**config.mk**
```make
export PLATFORM = sky130hd
export DESIGN_NAME = wb_scrub_master
export DESIGN_NICKNAME = d
export VERILOG_FILES = /design/src/rtl/wb_scrub_master.sv
export SDC_FILE = /design/constraint.sdc
export NUM_CORES = 1
export LEC_CHECK = 0
export ABC_AREA = 1
export BUFFER_PORTS_ARGS = -buffer_cell sky130_fd_sc_hd__buf_2
export CAP_MARGIN = 20
export CORE_UTILIZATION = 40
export DETAILED_ROUTE_END_ITERATION = 8
export GPL_TIMING_DRIVEN = 0
export PLACE_DENSITY = 0.65
export SETUP_SLACK_MARGIN = 0.5
export SLEW_MARGIN = 20
export SYNTH_ARGS = -nofsm -noshare
export SYNTH_HDL_FRONTEND = slang
export SYNTH_SLANG_ARGS = --single-unit
export TNS_END_PERCENT = 5
```
**constraint.sdc**
```tcl
create_clock -name clk_i -period 2.2 [get_ports clk_i]
set_input_delay 0.22 -clock clk_i [delete_from_list [all_inputs] [get_ports clk_i]]
set_output_delay 0.22 -clock clk_i [all_outputs]
set_load 0.05 [all_outputs]
```
**src/rtl/wb_scrub_master.sv**
```systemverilog
// rtl/wb_scrub_master.sv - Wishbone initiator that sweeps the ECC register file with read/write-back pairs.
// Optional periodic auto-start is enabled by defining SCRUB_AUTO_EN.
module wb_scrub_master #(
  parameter int                      WORD_SIZE    = 32,
  parameter int                      REGISTERS    = 32,
  parameter int                      REGDIRSIZE   = 5,
  parameter int                      WHISBONE_ADR = 32,
  parameter logic [WHISBONE_ADR-1:0] BASE_ADR     = 32'h3000_0000,
  parameter int                      ADR_STRIDE   = 4,
  parameter int                      TIMEOUT      = 16,
  parameter int                      COUNTERSIZE  = 32
`ifdef SCRUB_AUTO_EN
  ,
  parameter int                      SCRUB_PERIOD = 1024
`endif
) (
  input  logic                    clk_i,
  input  logic                    rst_i,
  input  logic                    start_i,
  output logic                    busy_o,
  output logic                    done_o,
  output logic                    timeout_o,
  output logic [COUNTERSIZE-1:0]  sweep_count_o,
  output logic [COUNTERSIZE-1:0]  err_count_o,
  output logic                    wbm_cyc_o,
  output logic                    wbm_stb_o,
  output logic                    wbm_we_o,
  output logic [3:0]              wbm_sel_o,
  output logic [WHISBONE_ADR-1:0] wbm_adr_o,
  output logic [WORD_SIZE-1:0]    wbm_dat_o,
  input  logic [WORD_SIZE-1:0]    wbm_dat_i,
  input  logic                    wbm_ack_i
);

  localparam int TW = $clog2(TIMEOUT + 1);

  typedef enum logic [2:0] {S_IDLE, S_READ, S_GAP, S_WRITE, S_NEXT, S_DONE} state_t;

  state_t                  state_q;
  logic [REGDIRSIZE-1:0]   idx_q;
  logic [TW-1:0]           to_q;
  logic                    busy_q, done_q, timeout_q;
  logic                    cyc_q, we_q;
  logic [3:0]              sel_q;
  logic [WHISBONE_ADR-1:0] adr_q;
  logic [WORD_SIZE-1:0]    dat_q;
  logic [COUNTERSIZE-1:0]  sweep_q, err_q;
  logic                    start_req;
  logic                    to_expire;
  logic                    last_idx;

`ifdef SCRUB_AUTO_EN
  localparam int PW = $clog2(SCRUB_PERIOD + 1);
  logic [PW-1:0] per_q;
  logic          per_hit;

  assign per_hit   = (state_q == S_IDLE) && (per_q == PW'(SCRUB_PERIOD - 1));
  assign start_req = start_i | per_hit;

  // Period counter only runs while idle; any sweep start restarts it.
  always_ff @(posedge clk_i) begin
    if (rst_i) begin
      per_q <= '0;
    end else if (state_q != S_IDLE || start_req) begin
      per_q <= '0;
    end else begin
      per_q <= per_q + PW'(1);
    end
  end
`else
  assign start_req = start_i;
`endif

  assign to_expire = (to_q == TW'(TIMEOUT - 1));
  assign last_idx  = (idx_q == REGDIRSIZE'(REGISTERS - 1));

  function automatic logic [WHISBONE_ADR-1:0] adr_of(input logic [REGDIRSIZE-1:0] i);
    return BASE_ADR + WHISBONE_ADR'(i) * WHISBONE_ADR'(ADR_STRIDE);
  endfunction

  always_ff @(posedge clk_i) begin
    if (rst_i) begin
      state_q   <= S_IDLE;
      idx_q     <= '0;
      to_q      <= '0;
      busy_q    <= 1'b0;
      done_q    <= 1'b0;
      timeout_q <= 1'b0;
      cyc_q     <= 1'b0;
      we_q      <= 1'b0;
      sel_q     <= 4'h0;
      adr_q     <= '0;
      dat_q     <= '0;
      sweep_q   <= '0;
      err_q     <= '0;
    end else begin
      done_q <= 1'b0;
      case (state_q)
        S_IDLE: begin
          if (start_req) begin
            state_q <= S_READ;
            idx_q   <= '0;
            busy_q  <= 1'b1;
            cyc_q   <= 1'b1;
            we_q    <= 1'b0;
            sel_q   <= 4'hF;
            adr_q   <= adr_of('0);
            to_q    <= '0;
          end
        end
        S_READ: begin
          if (wbm_ack_i) begin
            dat_q   <= wbm_dat_i;
            cyc_q   <= 1'b0;
            sel_q   <= 4'h0;
            state_q <= S_GAP;
          end else if (to_expire) begin
            // Abandoned read: no write-back for this entry.
            cyc_q     <= 1'b0;
            sel_q     <= 4'h0;
            timeout_q <= 1'b1;
            if (err_q != '1) err_q <= err_q + COUNTERSIZE'(1);
            state_q   <= S_NEXT;
          end else begin
            to_q <= to_q + TW'(1);
          end
        end
        S_GAP: begin
          state_q <= S_WRITE;
          cyc_q   <= 1'b1;
          we_q    <= 1'b1;
          sel_q   <= 4'hF;
          to_q    <= '0;
        end
        S_WRITE: begin
          if (wbm_ack_i) begin
            cyc_q   <= 1'b0;
            we_q    <= 1'b0;
            sel_q   <= 4'h0;
            state_q <= S_NEXT;
          end else if (to_expire) begin
            cyc_q     <= 1'b0;
            we_q      <= 1'b0;
            sel_q     <= 4'h0;
            timeout_q <= 1'b1;
            if (err_q != '1) err_q <= err_q + COUNTERSIZE'(1);
            state_q   <= S_NEXT;
          end else begin
            to_q <= to_q + TW'(1);
          end
        end
        S_NEXT: begin
          if (last_idx) begin
            state_q <= S_DONE;
            done_q  <= 1'b1;
            sweep_q <= sweep_q + COUNTERSIZE'(1);
          end else begin
            idx_q   <= idx_q + REGDIRSIZE'(1);
            adr_q   <= adr_of(idx_q + REGDIRSIZE'(1));
            cyc_q   <= 1'b1;
            sel_q   <= 4'hF;
            to_q    <= '0;
            state_q <= S_READ;
          end
        end
        S_DONE: begin
          state_q <= S_IDLE;
          busy_q  <= 1'b0;
          idx_q   <= '0;
        end
        default: state_q <= S_IDLE;
      endcase
    end
  end

  assign busy_o        = busy_q;
  assign done_o        = done_q;
  assign timeout_o     = timeout_q;
  assign sweep_count_o = sweep_q;
  assign err_count_o   = err_q;
  assign wbm_cyc_o     = cyc_q;
  assign wbm_stb_o     = cyc_q;
  assign wbm_we_o      = we_q;
  assign wbm_sel_o     = sel_q;
  assign wbm_adr_o     = adr_q;
  assign wbm_dat_o     = dat_q;

endmodule
```
# Yosys cells after proc, flatten, opt, wreduce, memory -nomap -nowiden
# Index checks and enable logic that the tools add are counted.
# word_totals
inputBits	36
output_inout_bits	138
rom_bits	0
latch_bits	0
ramBits	0
elab_cells	82
reg_bits	150
mem_count	0
# classes
mul	0
n_mux	30
bitwise	2
eq_ne	14
shifts	0
n_reduce_logical	18
addsub	5
n_div	0
n_lt_le_gt_ge	0
# ops
cell	n
$add A32 B1 Y32 const B	2
$mux W32	2
$pmux W32 S2	1
$ne A32 B32 Y1 const B	1
$add A30 B7 Y31 const A	1
$mux W5	5
$pmux W5 S4	1
$mux W4	4
$pmux W4 S4	1
$mux W3	5
$pmux W3 S5	1
$pmux W5 S3	1
$reduce_and A3 Y1	4
$add A5 B1 Y5 const B	2
$ne A2 B2 Y1 const B	4
$reduce_and A4 Y1	2
$eq A3 B2 Y1 const B	2
$eq A3 B3 Y1 const B	2
$mux W1	6
$reduce_and A2 Y1	3
$reduce_bool A3 Y1	2
$eq A5 B4 Y1 const B	1
$eq A5 B5 Y1 const B	1
$reduce_and A5 Y1	1
other kinds (11)	14

# Logic depth before layout (Yosys ltp)
# depth
word_depth	4
depth_mapped	13
mapped_depth_nobuf	13

# Least setup slack after synthesis
# OpenSTA, ideal clock, no wires.
# synth_timing
path_kind	flip-flop to flip-flop
start	register err_q[0] (netlist: err_count_o[0])
end	register err_q[14] (netlist: err_count_o[14])
required_time_ns	2.062
path_stages_with_launch	12
setup_ns	0.138
setup_slack_ns	0.136
arrival_ns	1.926
period_less_slack_ns	2.064
n_path_buf	1
cell_sequence	dfxtp_1 > ha_1 > nand2_1 > nor2_2 > nand2_4 > nor2_4 > nand2_4 > nand2_8 > inv_4 > buf_6 > nand2_1 > a21oi_2
# synth_via
elab_chain_cells	2
word_cells_on_any_way	3
classes_between	add/sub (1); eq/ne (1); reduce/logical (1)
# synth_rtl
item	line	text
start: declaration	47	logic [COUNTERSIZE-1:0] sweep_q, err_q;
start signal: assignment	122	if (err_q != '1) err_q <= err_q + COUNTERSIZE'(1);
start signal: assignment	146	if (err_q != '1) err_q <= err_q + COUNTERSIZE'(1);
branches (longest 2 deep; another with $add A32 B1 Y32)	--	
# Parallel ways; which one is timed is not known.
# A chain may end at the register's enable or synchronous reset.

# Worst setup path after layout
# layout_timing
start	register idx_q[0]
end	register to_q[2]
# layout_via
elab_chain_cells	3
# layout_rtl
item	line	text
start: declaration	40	logic [REGDIRSIZE-1:0] idx_q;
start signal: assignment	158	idx_q <= idx_q + REGDIRSIZE'(1);
$eq A5 B5 Y1	75	assign last_idx = (idx_q == REGDIRSIZE'(REGISTERS - 1));
named net last_idx	50	logic last_idx;
$ne A2 B2 Y1 (no line)	--	
$reduce_and A5 Y1 (no line)	--	
end signal: assignment	125	to_q <= to_q + TW'(1);
end signal: assignment	149	to_q <= to_q + TW'(1);
end: declaration	41	logic [TW-1:0] to_q;
# The timed path passes the listed nets, and every way through them passes these cells.

==> reports/qor.yml <==
p_sw_frac: 0.257
grtUsageTotal: 0.218
finalSetupViolations: 0
cts.reportedPaths.clkPinSlew_ns: 0.06
synth_area_leaders: "dfxtp_1 (39%), nor2_1 (12%), nand2_1 (12%)"
critical_path_class: "reg2reg"
fmax_mhz: 556
p_leak_nw: 3.81
place.detailed.hpwl_um: 12200
ys.flop_type: "dfxtp_1"
num_vias: 6364
synth_seq_area_share: 0.390
cp_slowest_cell: "dfxtp_4"
crit_fanout: 5
crit_chain: "ha_4 > nand2_2 > nor2_2 > ha_2 > nand3_4 > buf_6 > clkinv_4 > nor2_2 > nand3_4 > buf_4 > nand2_1 > a21oi_1"
ctsHoldBuffers: 0
dr.pass1.iters: 5
port_buffers: 147
die-height_um: 126
wirelength_um: 17000
crit_path_end_kind: "register"
die_area_sq_um: 15900
cts.sinks: 120
synth_most_common_cell: "nor2_1"
fp.dieW_um: 126
final_antenna_net_count: 0
drive_above_1_share: 0.310
cts_buffer_depth: 2
slowest_delay_ns: 0.36
slew_violations: 0
routed_via_density: 4.80
ir_drop_mv: 0.533
powerDensity_nw_per_um2: 744
cts_buffers: 17
net-switching-power_mw: 1.60
start_util: 0.417
synth_top_area_share: 0.390
gp_congestion: 0.867
rr_worst_depth: 12
maxSlewHeadroom: 0.491
drt_iter0_drc: 395
clk_latency_ns: 0.42
grt_first_pass_wirelength_um: 27600
nets: 1171
synth_edf_count: 0
syn_avg_cell_area_sq_um: 6.71
p_clk_frac: 0.514
share_comb_of_total_power: 0.123
pwr-share-seq: 0.363
clock-root-buffer: "clkbuf_16"
whs_ns: 0.0324
maxCapViolations: 0
period_share: 0.818
antenna_found_initial: 1
num_rows: 44
synth-async-reset-ratio: 0
synth_common_cells: "nor2_1 (204), nand2_1 (200), dfxtp_1 (120), inv_1 (79), o21ai_0 (51)"
synth_seq_cells: 120
area_growth_syn_to_layout_pct: 36.4
min_path_cells: 3
grt_overflow_total: 0
io_pins: 174
run_status: "finished clean"
worstMarginPinSlew_ns: 0.763
hold_path_class: "in2reg"
wl_per_cell_um: 12.8
p_int_mw: 4.65
cts_tree: "yes"
netlist_instances: 918
cp-start-kind: "register"
core-area_sq_um: 14800
min_period_ns: 1.80
route.detailed.drc: 0
rsz0062_at_grt: "true"
cp.arrival_ns: 2.08
grt_max_degree: 17
grt_pass1_vias: 5730
synth_top_cell_by_area: "dfxtp_1"
clock_skew_ns: 0.00974
ys_types: 40
synth_warnings: 0
hold_viol: 0
cts_max_level: 4
required_ns: 2.48
netlist_area_sq_um: 6160
tns_ns: 0
## cells in the final DEF (no fill, tap or decap), types with 4 or more instances in the layout
master,instances
inv_1,76
nor2_2,5
buf_2,148
buf_4,47
clkbuf_16,19
inv_2,5
o21ai_1,5
buf_6,5
conb_1,25
inv_4,4
xor2_1,10
dfxtp_2,33
xnor2_1,4
nand2_2,11
nand3_2,4
dfxtp_1,84
a21oi_2,9
nand2_4,7
a21oi_1,45
nand4_1,11
nand3b_1,4
nor3_1,21
nor2_1,198
nor2_4,15
o21ai_0,48
nand3_1,44
clkbuf_1,15
bufinv_16,5
nand2_1,188
## cells by family after synthesis
| group | count (synthesis) | synth area share |
|---|---|---|
| and+or+nand+nor | 522 | 0.367 |
| buffers and inverters | 142 | 0.111 |
| DFF | 120 | 0.390 |
| AOI/OAI and AO/OA | 112 | 0.0971 |
| xor gates and xnor gates | 14 | 0.0199 |
| adders and majority gates | 7 | 0.0142 |
| other | 1 | 0.000609 |
## metal layers
| metal | up-vias | global-route usage | wire, um |
|---|---|---|---|
| met1 | 2843 | 0.272 | 7660 |
| li1 | 3279 | - | - |
| met5 | - | 0 | 0 |
| met4 | 0 | 0.0957 | 388 |
| met2 | 207 | 0.364 | 8100 |
| met3 | 35 | 0.0429 | 849 |
## state kept, by name, indices dropped and copies added (netlist names)
name           count
err_count_o       32
busy_o             1
state_q            3
idx_q              5
wbm_sel_o          1
wbm_dat_o         32
timeout_o          1
wbm_we_o           1
to_q               5
wbm_adr_o          6
sweep_count_o     32
done_o             1
## final timing paths
check / start / to / slack (ns)
setup reg to reg: idx_q[0] / to_q[2] / 0.40
setup / recovery: idx_q[0] / to_q[2] / 0.40
hold / removal: wbm_dat_i[5] / wbm_dat_o[5] / 0.03
hold reg to reg: wbm_adr_o[2] / wbm_adr_o[2] / 0.46
## worst max-delay path: cells and delay by family (launching register included)
kind	cells	cell delay, ns
adders and majority gates	2	0.33
buffers and inverters	3	0.36
DFF	1	0.36
and+or+nand+nor	6	0.56
AOI/OAI and AO/OA	1	0.06
## power groups by stage
stage               sequential (mW)  combinational [mW]  clock (mW)
floorplan                      2.49               0.393           0
global placement               2.32               0.722           0
detailed placement             2.32               0.725           0
CTS                            2.27               0.751        3.25
global route                   2.28               0.823        3.37
finish                         2.27               0.769        3.21
## through the flow
stage	instance area, sq um	cells	utilization	total power, mW	setup slack, ns
2_1_floorplan	6310	942	-	2.89	0.456
3_3_place_gp	7270	1273	0.493	3.04	0.215
3_5_place_dp	7270	1273	0.493	3.04	0.215
4_1_cts	8270	1320	0.560	6.27	0.401
5_1_grt	8400	1326	0.569	6.47	0.295
6_report	8400	1326	0.569	6.25	0.400
## layout make-up
class	count	area, sq um
buffer	55	372
multi-input combinational	680	3390
tap	184	230
timing repair buffer	167	918
antenna	1	2.50
clock buffer	22	507
inverter	87	343
sequential	120	2450
clock inverter	10	185
fill	1453	6350
## repair_timing
item / CTS / global route
pin swaps: 17 / 11
resized for setup: 49 / 31
buffers inserted: 15 / 5
endpoints found under the setup margin: 73 / 111
(Power assumes the default switching activity.)
